[src/rtl/muldiv_unit.sv]
// rtl/muldiv_unit.sv - iterative RISC-V M-extension multiply/divide unit, one bit per cycle
// Optional macro MULDIV_FAST_MUL_EN: MUL* ops use a single-cycle multiplier and skip CALC.
module muldiv_unit #(
    parameter int XLEN  = 32,
    parameter int CNT_W = $clog2(XLEN)
) (
    input  logic            clk,
    input  logic            reset,
    input  logic            in_valid,
    output logic            in_ready,
    input  logic [2:0]      md_op,
    input  logic [XLEN-1:0] in1,
    input  logic [XLEN-1:0] in2,
    output logic            out_valid,
    input  logic            out_ready,
    output logic [XLEN-1:0] md_out,
    output logic            busy
);
    typedef enum logic [1:0] {S_IDLE = 2'd0, S_CALC = 2'd1, S_DONE = 2'd2} state_t;
    localparam logic [XLEN-1:0] MOST_NEG = {1'b1, {(XLEN-1){1'b0}}};

    state_t            state_q, state_d;
    logic [2:0]        op_q, op_d;
    logic [2*XLEN-1:0] acc_q, acc_d;
    logic [XLEN-1:0]   opb_q, opb_d;
    logic [CNT_W-1:0]  cnt_q, cnt_d;
    logic              neg_q, neg_d;
    logic              neg_rem_q, neg_rem_d;
    logic [XLEN-1:0]   md_out_q, md_out_d;

    logic              accept, is_div, s1, s2;
    logic              div_zero, div_ovf, special, short_path;
    logic [XLEN-1:0]   mag1, mag2, special_res;

    assign accept = in_valid && in_ready;
    assign is_div = md_op[2];
    // s1/s2 are the operand sign bits, forced to 0 where the op treats that operand as unsigned
    assign s1   = in1[XLEN-1] & (is_div ? ~md_op[0] : (md_op[1:0] != 2'b11));
    assign s2   = in2[XLEN-1] & (is_div ? ~md_op[0] : ~md_op[1]);
    assign mag1 = s1 ? -in1 : in1;
    assign mag2 = s2 ? -in2 : in2;

    assign div_zero = is_div && (in2 == '0);
    assign div_ovf  = is_div && !md_op[0] && (in1 == MOST_NEG) && (in2 == '1);
    assign special  = div_zero || div_ovf;

    always_comb begin
        special_res = '0;
        if (div_zero) begin
            special_res = md_op[1] ? in1 : '1;
        end else if (!md_op[1]) begin
            special_res = in1;
        end
    end

`ifdef MULDIV_FAST_MUL_EN
    logic signed [2*XLEN-1:0] fast_a, fast_b, fast_p;
    logic [XLEN-1:0]          fast_res;
    assign fast_a     = {{XLEN{s1}}, in1};
    assign fast_b     = {{XLEN{s2}}, in2};
    assign fast_p     = fast_a * fast_b;
    assign fast_res   = (md_op[1:0] == 2'b00) ? fast_p[XLEN-1:0] : fast_p[2*XLEN-1:XLEN];
    assign short_path = special || !is_div;
`else
    assign short_path = special;
`endif

    // acc holds {partial product, multiplier} or {partial remainder, dividend/quotient}
    logic [XLEN:0]     mul_sum, div_shift, div_diff;
    logic [2*XLEN-1:0] acc_step, prod_fin;
    logic [XLEN-1:0]   quot, rem, res_fin;

    assign mul_sum   = {1'b0, acc_q[2*XLEN-1:XLEN]} + (acc_q[0] ? {1'b0, opb_q} : '0);
    assign div_shift = acc_q[2*XLEN-1:XLEN-1];
    assign div_diff  = div_shift - {1'b0, opb_q};

    always_comb begin
        if (op_q[2]) begin
            acc_step = div_diff[XLEN] ? {div_shift[XLEN-1:0], acc_q[XLEN-2:0], 1'b0}
                                      : {div_diff[XLEN-1:0], acc_q[XLEN-2:0], 1'b1};
        end else begin
            acc_step = {mul_sum, acc_q[XLEN-1:1]};
        end
    end

    assign prod_fin = neg_q ? -acc_step : acc_step;
    assign quot     = neg_q ? -acc_step[XLEN-1:0] : acc_step[XLEN-1:0];
    assign rem      = neg_rem_q ? -acc_step[2*XLEN-1:XLEN] : acc_step[2*XLEN-1:XLEN];

    always_comb begin
        case (op_q)
            3'b000:                 res_fin = prod_fin[XLEN-1:0];
            3'b001, 3'b010, 3'b011: res_fin = prod_fin[2*XLEN-1:XLEN];
            default:                res_fin = op_q[1] ? rem : quot;
        endcase
    end

    always_comb begin
        op_d      = op_q;
        acc_d     = acc_q;
        opb_d     = opb_q;
        cnt_d     = cnt_q;
        neg_d     = neg_q;
        neg_rem_d = neg_rem_q;
        md_out_d  = md_out_q;
        case (state_q)
            S_IDLE: begin
                if (accept) begin
                    op_d      = md_op;
                    neg_d     = s1 ^ s2;
                    neg_rem_d = s1;
                    cnt_d     = CNT_W'(XLEN-1);
                    if (is_div) begin
                        acc_d = {{XLEN{1'b0}}, mag1};
                        opb_d = mag2;
                    end else begin
                        acc_d = {{XLEN{1'b0}}, mag2};
                        opb_d = mag1;
                    end
                    if (special) begin
                        md_out_d = special_res;
                    end
`ifdef MULDIV_FAST_MUL_EN
                    else if (!is_div) begin
                        md_out_d = fast_res;
                    end
`endif
                end
            end
            S_CALC: begin
                acc_d = acc_step;
                cnt_d = cnt_q - CNT_W'(1);
                if (cnt_q == '0) begin
                    md_out_d = res_fin;
                end
            end
            default: ;
        endcase
    end

    always_comb begin
        state_d = state_q;
        case (state_q)
            S_IDLE:  if (accept) state_d = short_path ? S_DONE : S_CALC;
            S_CALC:  if (cnt_q == '0) state_d = S_DONE;
            S_DONE:  if (out_ready) state_d = S_IDLE;
            default: state_d = S_IDLE;
        endcase
    end

    always_ff @(posedge clk) begin
        if (reset) begin
            state_q <= S_IDLE;
        end else begin
            state_q <= state_d;
        end
    end

    always_ff @(posedge clk) begin
        if (reset) begin
            op_q      <= '0;
            acc_q     <= '0;
            opb_q     <= '0;
            cnt_q     <= '0;
            neg_q     <= 1'b0;
            neg_rem_q <= 1'b0;
            md_out_q  <= '0;
        end else begin
            op_q      <= op_d;
            acc_q     <= acc_d;
            opb_q     <= opb_d;
            cnt_q     <= cnt_d;
            neg_q     <= neg_d;
            neg_rem_q <= neg_rem_d;
            md_out_q  <= md_out_d;
        end
    end

    always_comb begin
        in_ready  = (state_q == S_IDLE) && !reset;
        busy      = (state_q != S_IDLE);
        out_valid = (state_q == S_DONE);
    end

    assign md_out = md_out_q;

endmodule

[config.mk]
export PLATFORM = sky130hd
export DESIGN_NAME = muldiv_unit
export DESIGN_NICKNAME = d
export VERILOG_FILES = /design/src/rtl/muldiv_unit.sv
export SDC_FILE = /design/constraint.sdc
export NUM_CORES = 1
export LEC_CHECK = 0
export CORE_UTILIZATION = 50
export CTS_BUF_LIST = sky130_fd_sc_hd__clkbuf_2
export DETAILED_ROUTE_END_ITERATION = 6
export PLACE_DENSITY = 0.71
export SYNTH_ARGS = -nofsm -noshare
export SYNTH_HDL_FRONTEND = slang
export SYNTH_SLANG_ARGS = --single-unit
[constraint.sdc]
create_clock -name clk -period 10.45 [get_ports clk]
set_input_delay 1.045 -clock clk [delete_from_list [all_inputs] [get_ports clk]]
set_output_delay 1.045 -clock clk [all_outputs]
set_load 0.01 [all_outputs]
Yosys cells after proc, flatten, opt, wreduce, memory -nomap -nowiden
Cells that the tools add are included.
W data, S select, Z words.
- bits in registers: 140
- logic and storage cells: 83
- input port bits: 71
- equal/unequal tests: 12
- multiplexer cells: 30
- bitwise gates (word level): 5
- $add $sub $neg: 8
- reduce and logical (&&, ||, !) cells: 20
- operators with widths (kind ; number):
    $mux W32 ; 14
    $mux W64 ; 4
    $neg A32 Y32 ; 4
    $pmux W32 S2 ; 2
    $pmux W64 S2 ; 1
    $eq A32 B32 Y1 const B ; 2
    $neg A64 Y64 ; 1
    $add A32 B32 Y33 ; 1
    $sub A33 B32 Y33 ; 1
    $logic_not A32 Y1 ; 1
    $pmux W5 S2 ; 1
    $mux W2 ; 4
    $ne A2 B2 Y1 const B ; 4
    $eq A3 B2 Y1 const B ; 2
    $logic_and A1 B1 Y1 ; 6
    $pmux W2 S3 ; 1
    $logic_not A5 Y1 ; 1
    $mux W5 ; 1
    $sub A5 B1 Y5 const B ; 1
    $reduce_and A2 Y1 ; 2
    $reduce_and A4 Y1 ; 1
    $reduce_bool A2 Y1 ; 2
    $eq A3 B1 Y1 const B ; 1
    $logic_not A3 Y1 ; 1
    12 further kinds ; 16

Depth between registers and ports, before layout
- depth in word-level cells: 9
- gate-level depth with buffers: 27

Worst setup path before layout
No wires, ideal clock.
- kind: reg2reg
- start: reg opb_q[15]
- end: reg md_out_q[22], in the netlist md_out[22]
- stages on the path, launching flop included: 25
- setup slack: 4.831 ns
- data required time: 10.333 ns
- setup time: 0.117 ns
- data arrival time: 5.502 ns
- path through: dfxtp_1 inv_1 ha_1 buf_2 nand4_2 or3_1 or3_4 a21o_1 a21oi_2 nor2_1 clkbuf_1 mux2_2 inv_1 ha_1 o211ai_1 or4_1 or2_2 and3b_1 nand2_1 or2_2 clkbuf_1 o41ai_2 xnor2_1 o221ai_1 a32o_1
- longest elaborated chain between the ends: 9
- elaborated cells on any way between the ends: 15
- classes of those cells: add/sub (5); mux (10)
- RTL lines (what ; line ; RTL):
    start: declaration ; 25 ; logic [XLEN-1:0] opb_q, opb_d;
    start signal: assignment ; 171 ; opb_q <= opb_d;
    $sub A33 B32 Y33 / $mux W32 (equally long branches) ; 75, 73 ;
    $mux W64 / $add A32 B32 Y33 (equally long branches) ; 79, 73 ;
    $mux W64 (*) ; 78 ; if (op_q[2]) begin
    $neg A32 Y32 (on tied branches) ; 87, 88 ;
    $mux W32 (on tied branches) ; 87, 88 ;
    $mux W32 ; 94 ; default: res_fin = op_q[1] ? rem : quot;
    $pmux W32 S2 (*) ; 91 ; case (op_q)
    $mux W32 (*) ; 133 ; if (cnt_q == '0) begin
    $pmux W32 S2 (*) ; 106 ; case (state_q)
    end signal: assignment ; 175 ; md_out_q <= md_out_d;
    end: declaration ; 29 ; logic [XLEN-1:0] md_out_q, md_out_d;
Mark *: on every way between the ends. The rest lies on a longest branch, timed or not. The select of a mux whose other input is x is not followed.
A chain may end at the register's enable or synchronous reset.

Worst setup path after layout
- start: reg opb_q[17]
- end: reg md_out_q[26], in the netlist md_out[26]
The elaborated chain is that of the path after synthesis.

==> flow_summary.json <==
{
  "synthTopCellsByCount": "nand2_1 (262), nor2_1 (238), a21oi_1 (201)",
  "gp_congestion": 1.045,
  "vias": 18850,
  "numCtsBuffers": 17,
  "critPathMaxStageDelay_ps": 570,
  "ys.flop_type": "dfxtp_1",
  "globalRoute.totalOverflow": 0,
  "synth_top_family_by_area": "compound AO/OA/AOI/OAI gates",
  "drt-met1-wl_um": 31310,
  "synthMuxAreaShare_pct": 4.705,
  "place_ws_ps": 4424,
  "grt_pass1_vias": 16654,
  "end_kind": "register",
  "route.met2.wl_um": 29380,
  "worst_pin_slew_ps": 1241,
  "initial_utilization_pct": 51.22,
  "area_growth_pct": 9.148,
  "pwr-share-comb_pct": 53.2,
  "routed_wl_um": 71360,
  "synth_nets": 2478,
  "power_leakage_nw": 6.572,
  "slew_headroom_pct": 16.39,
  "fp.dieArea_mm2": 0.03338,
  "vdd_drop_max_mv": 0.07432,
  "yosysMostFrequentCell": "nand2_1",
  "postSynth.asyncResetShare_pct": 0,
  "cts_sinks": 140,
  "rsz0062_at_grt": "no",
  "drt_iter0_drc": 2666,
  "post_cts_resized": 0,
  "core-area_mm2": 0.03188,
  "post_dp_cell_area_mm2": 0.01756,
  "cp_max_fo": 11,
  "synth_area_per_cell_um2": 6.996,
  "grt_usage_pct": 42.27,
  "p_clk_share_pct": 18.0,
  "grt_max_degree": 102,
  "startpoint_type": "register",
  "min_period_ps": 6220,
  "fin_ws_ps": 4230,
  "drv_cap": 0,
  "final_area_mm2": 0.01782,
  "drc": 1,
  "required_ps": 11290,
  "rows": 65,
  "slowest_stage": "or4_1",
  "yosysWarningCount": 0,
  "critPathKind": "register to register",
  "wl_per_cell_um": 25.67,
  "synth-seq-area-share_pct": 17.16,
  "p_sw_mw": 1.044,
  "highest_layer": "met5",
  "p_total_mw": 2.137,
  "clkLatencyLatePin_ps": 910,
  "syn-cell-area_mm2": 0.01633,
  "synth_area_leaders": "dfxtp_1 (17%), a21oi_1 (6.2%), nand2_1 (6.0%), nor2_1 (5.5%), ha_1 (5.4%)",
  "root_buffer": "clkbuf_2",
  "yosysTopAreaCellShare_pct": 17.16,
  "arrival_ps": 7060,
  "yosysTopAreaCell": "dfxtp_1",
  "synth_compound_area_share_pct": 30.26,
  "cpMostUsedCell": "inv_1",
  "fin_worst_skew_ps": 82.78,
  "seqPwrFrac_pct": 28.8,
  "finalSetupTns_ps": 0,
  "netSwitchingFraction_pct": 48.86,
  "cts_setup_buffers": 0,
  "fp.dieH_um": 182.7,
  "fin_crit_sh_pct": 59.53,
  "htreeDepth": 4,
  "wl_met3_um": 7441,
  "grt_pass1_wl_um": 106300,
  "ant_nets": 0,
  "synthSimpleGateAreaFrac_pct": 25.84,
  "setup_viol": 0,
  "drive_above_1_share_pct": 6.573,
  "final_hold_viol_count": 0,
  "place_hpwl_um": 55280,
  "netlist_instances": 2334,
  "synth_seq_cells": 140,
  "cts_tree": "yes",
  "cp_cell_sequence": "inv_1, ha_1, nand4_2, or3_1, or3_4, a21o_1, a21oi_2, nor2_1, mux2_2, inv_1, ha_1, o211ai_1, or4_1, or2_2, and3b_1, nand3_1, nor2_1, inv_1, or3_4, nor4_1, o21a_1, o21ai_1, a41oi_1",
  "firstDrtPassIters": 7,
  "clk_path_buf_depth": 2,
  "viasPerCell": 6.781,
  "nets": 2474,
  "finalMaxSlewViolations": 0,
  "path_clk_slew_ps": 250,
  "grt_antenna_before_repair": 3,
  "status": "complete, but fails checks",
  "fmax_mhz": 160.8,
  "synth_xor_area_share_pct": 9.279,
  "port_buffers": 105,
  "synth_cell_type_count": 102,
  "synthAdderAreaFrac_pct": 7.095,
  "ctsHoldBuffers": 0,
  "synth-edff-count": 0,
  "die_w_um": 182.7,
  "violations": "DRC",
  "pin_count": 106,
  "powerDensity_mw_per_mm2": 119.9,
  "p_int_mw": 1.093,
  "hp-class": "register to register"
}
[flip-flops by register name, indices dropped and copies added, names as in the netlist]
signal	flops
acc_q	64
cnt_q	5
md_out	32
neg_q	1
neg_rem_q	1
op_q	3
opb_q	32
state_q	2
[cell families (layout without fill, tap and decap cells)]
group,after synthesis,after routing
flip-flops,140,140
XOR/XNOR,173,173
AND/OR/NAND/NOR,870,870
adder cells (fa/ha/maj),96,96
buffers and inverters,233,242
multiplexers,73,73
AO/OA/AOI/OAI,749,749
other,0,2
[layout by cell type, fill, tap and decap left out, types with 67 or more instances in the layout]
| cell | n |
|---|---|
| nand2_1 | 261 |
| nor2_1 | 236 |
| a21oi_1 | 201 |
| o21ai_0 | 167 |
| dfxtp_1 | 138 |
| clkdlybuf4s50_1 | 103 |
| xnor2_1 | 96 |
| xor2_1 | 77 |
| ha_1 | 71 |
| inv_1 | 68 |
| nor3_1 | 67 |
[area by class of cell]
cell class | count | area (µm²)
antenna | 2 | 5.005
clock buffer | 20 | 100.1
multi-input combinational | 1961 | 12640
inverter | 72 | 270.3
clock inverter | 12 | 161.4
fill | 3201 | 14060
sequential | 140 | 2808
tap | 435 | 544.3
timing repair buffer | 138 | 1291
[routing by layer]
| metal | GRT usage, % | vias up |
|---|---|---|
| li1 | - | 8573 |
| met1 | 60.26 | 9013 |
| met2 | 61.04 | 1094 |
| met3 | 8.421 | 168 |
| met4 | 18.22 | 2 |
| met5 | 0 | - |
[worst max-delay path, delay by kind of cell (launching register included)]
family / cells / cell delay, ps
and+or+nand+nor: 11 / 3440
adders and majority gates: 2 / 670
AOI/OAI and AO/OA: 6 / 1110
DFF: 1 / 410
muxes: 1 / 300
buffers and inverters: 3 / 220
[final timing paths]
| check | end | from | slack (ps) | cells past startpoint |
|---|---|---|---|---|
| max | md_out[26] | opb_q[17] | 4230 | 23 |
| min | md_out[28] | md_out[28] | 480 | 2 |
| max reg2reg | md_out[26] | opb_q[17] | 4230 | 23 |
| min reg2reg | md_out[28] | md_out[28] | 480 | 2 |
[power groups by stage]
stage / Sequential (mW) / Clock (mW) / Combinational [mW]
after floorplan: 0.615 / 0 / 0.724
after global placement: 0.623 / 0 / 1.09
after detailed placement: 0.624 / 0 / 1.09
after CTS: 0.614 / 0.383 / 1.09
after global routing: 0.621 / 0.407 / 1.20
final: 0.616 / 0.385 / 1.14
[through the flow]
| stage | utilization [%] | cells | hold slack (ps) |
|---|---|---|---|
| after detailed placement | 55.07 | 2746 | 453.5 |
| after floorplan | - | 2334 | 437.8 |
| after global routing | 55.90 | 2779 | 497.7 |
| after global placement | 55.07 | 2746 | 442.4 |
| after CTS | 55.89 | 2778 | 482.6 |
| final | 55.91 | 2780 | 475.2 |
No activity file was read; power rests on OpenSTA's default activity.
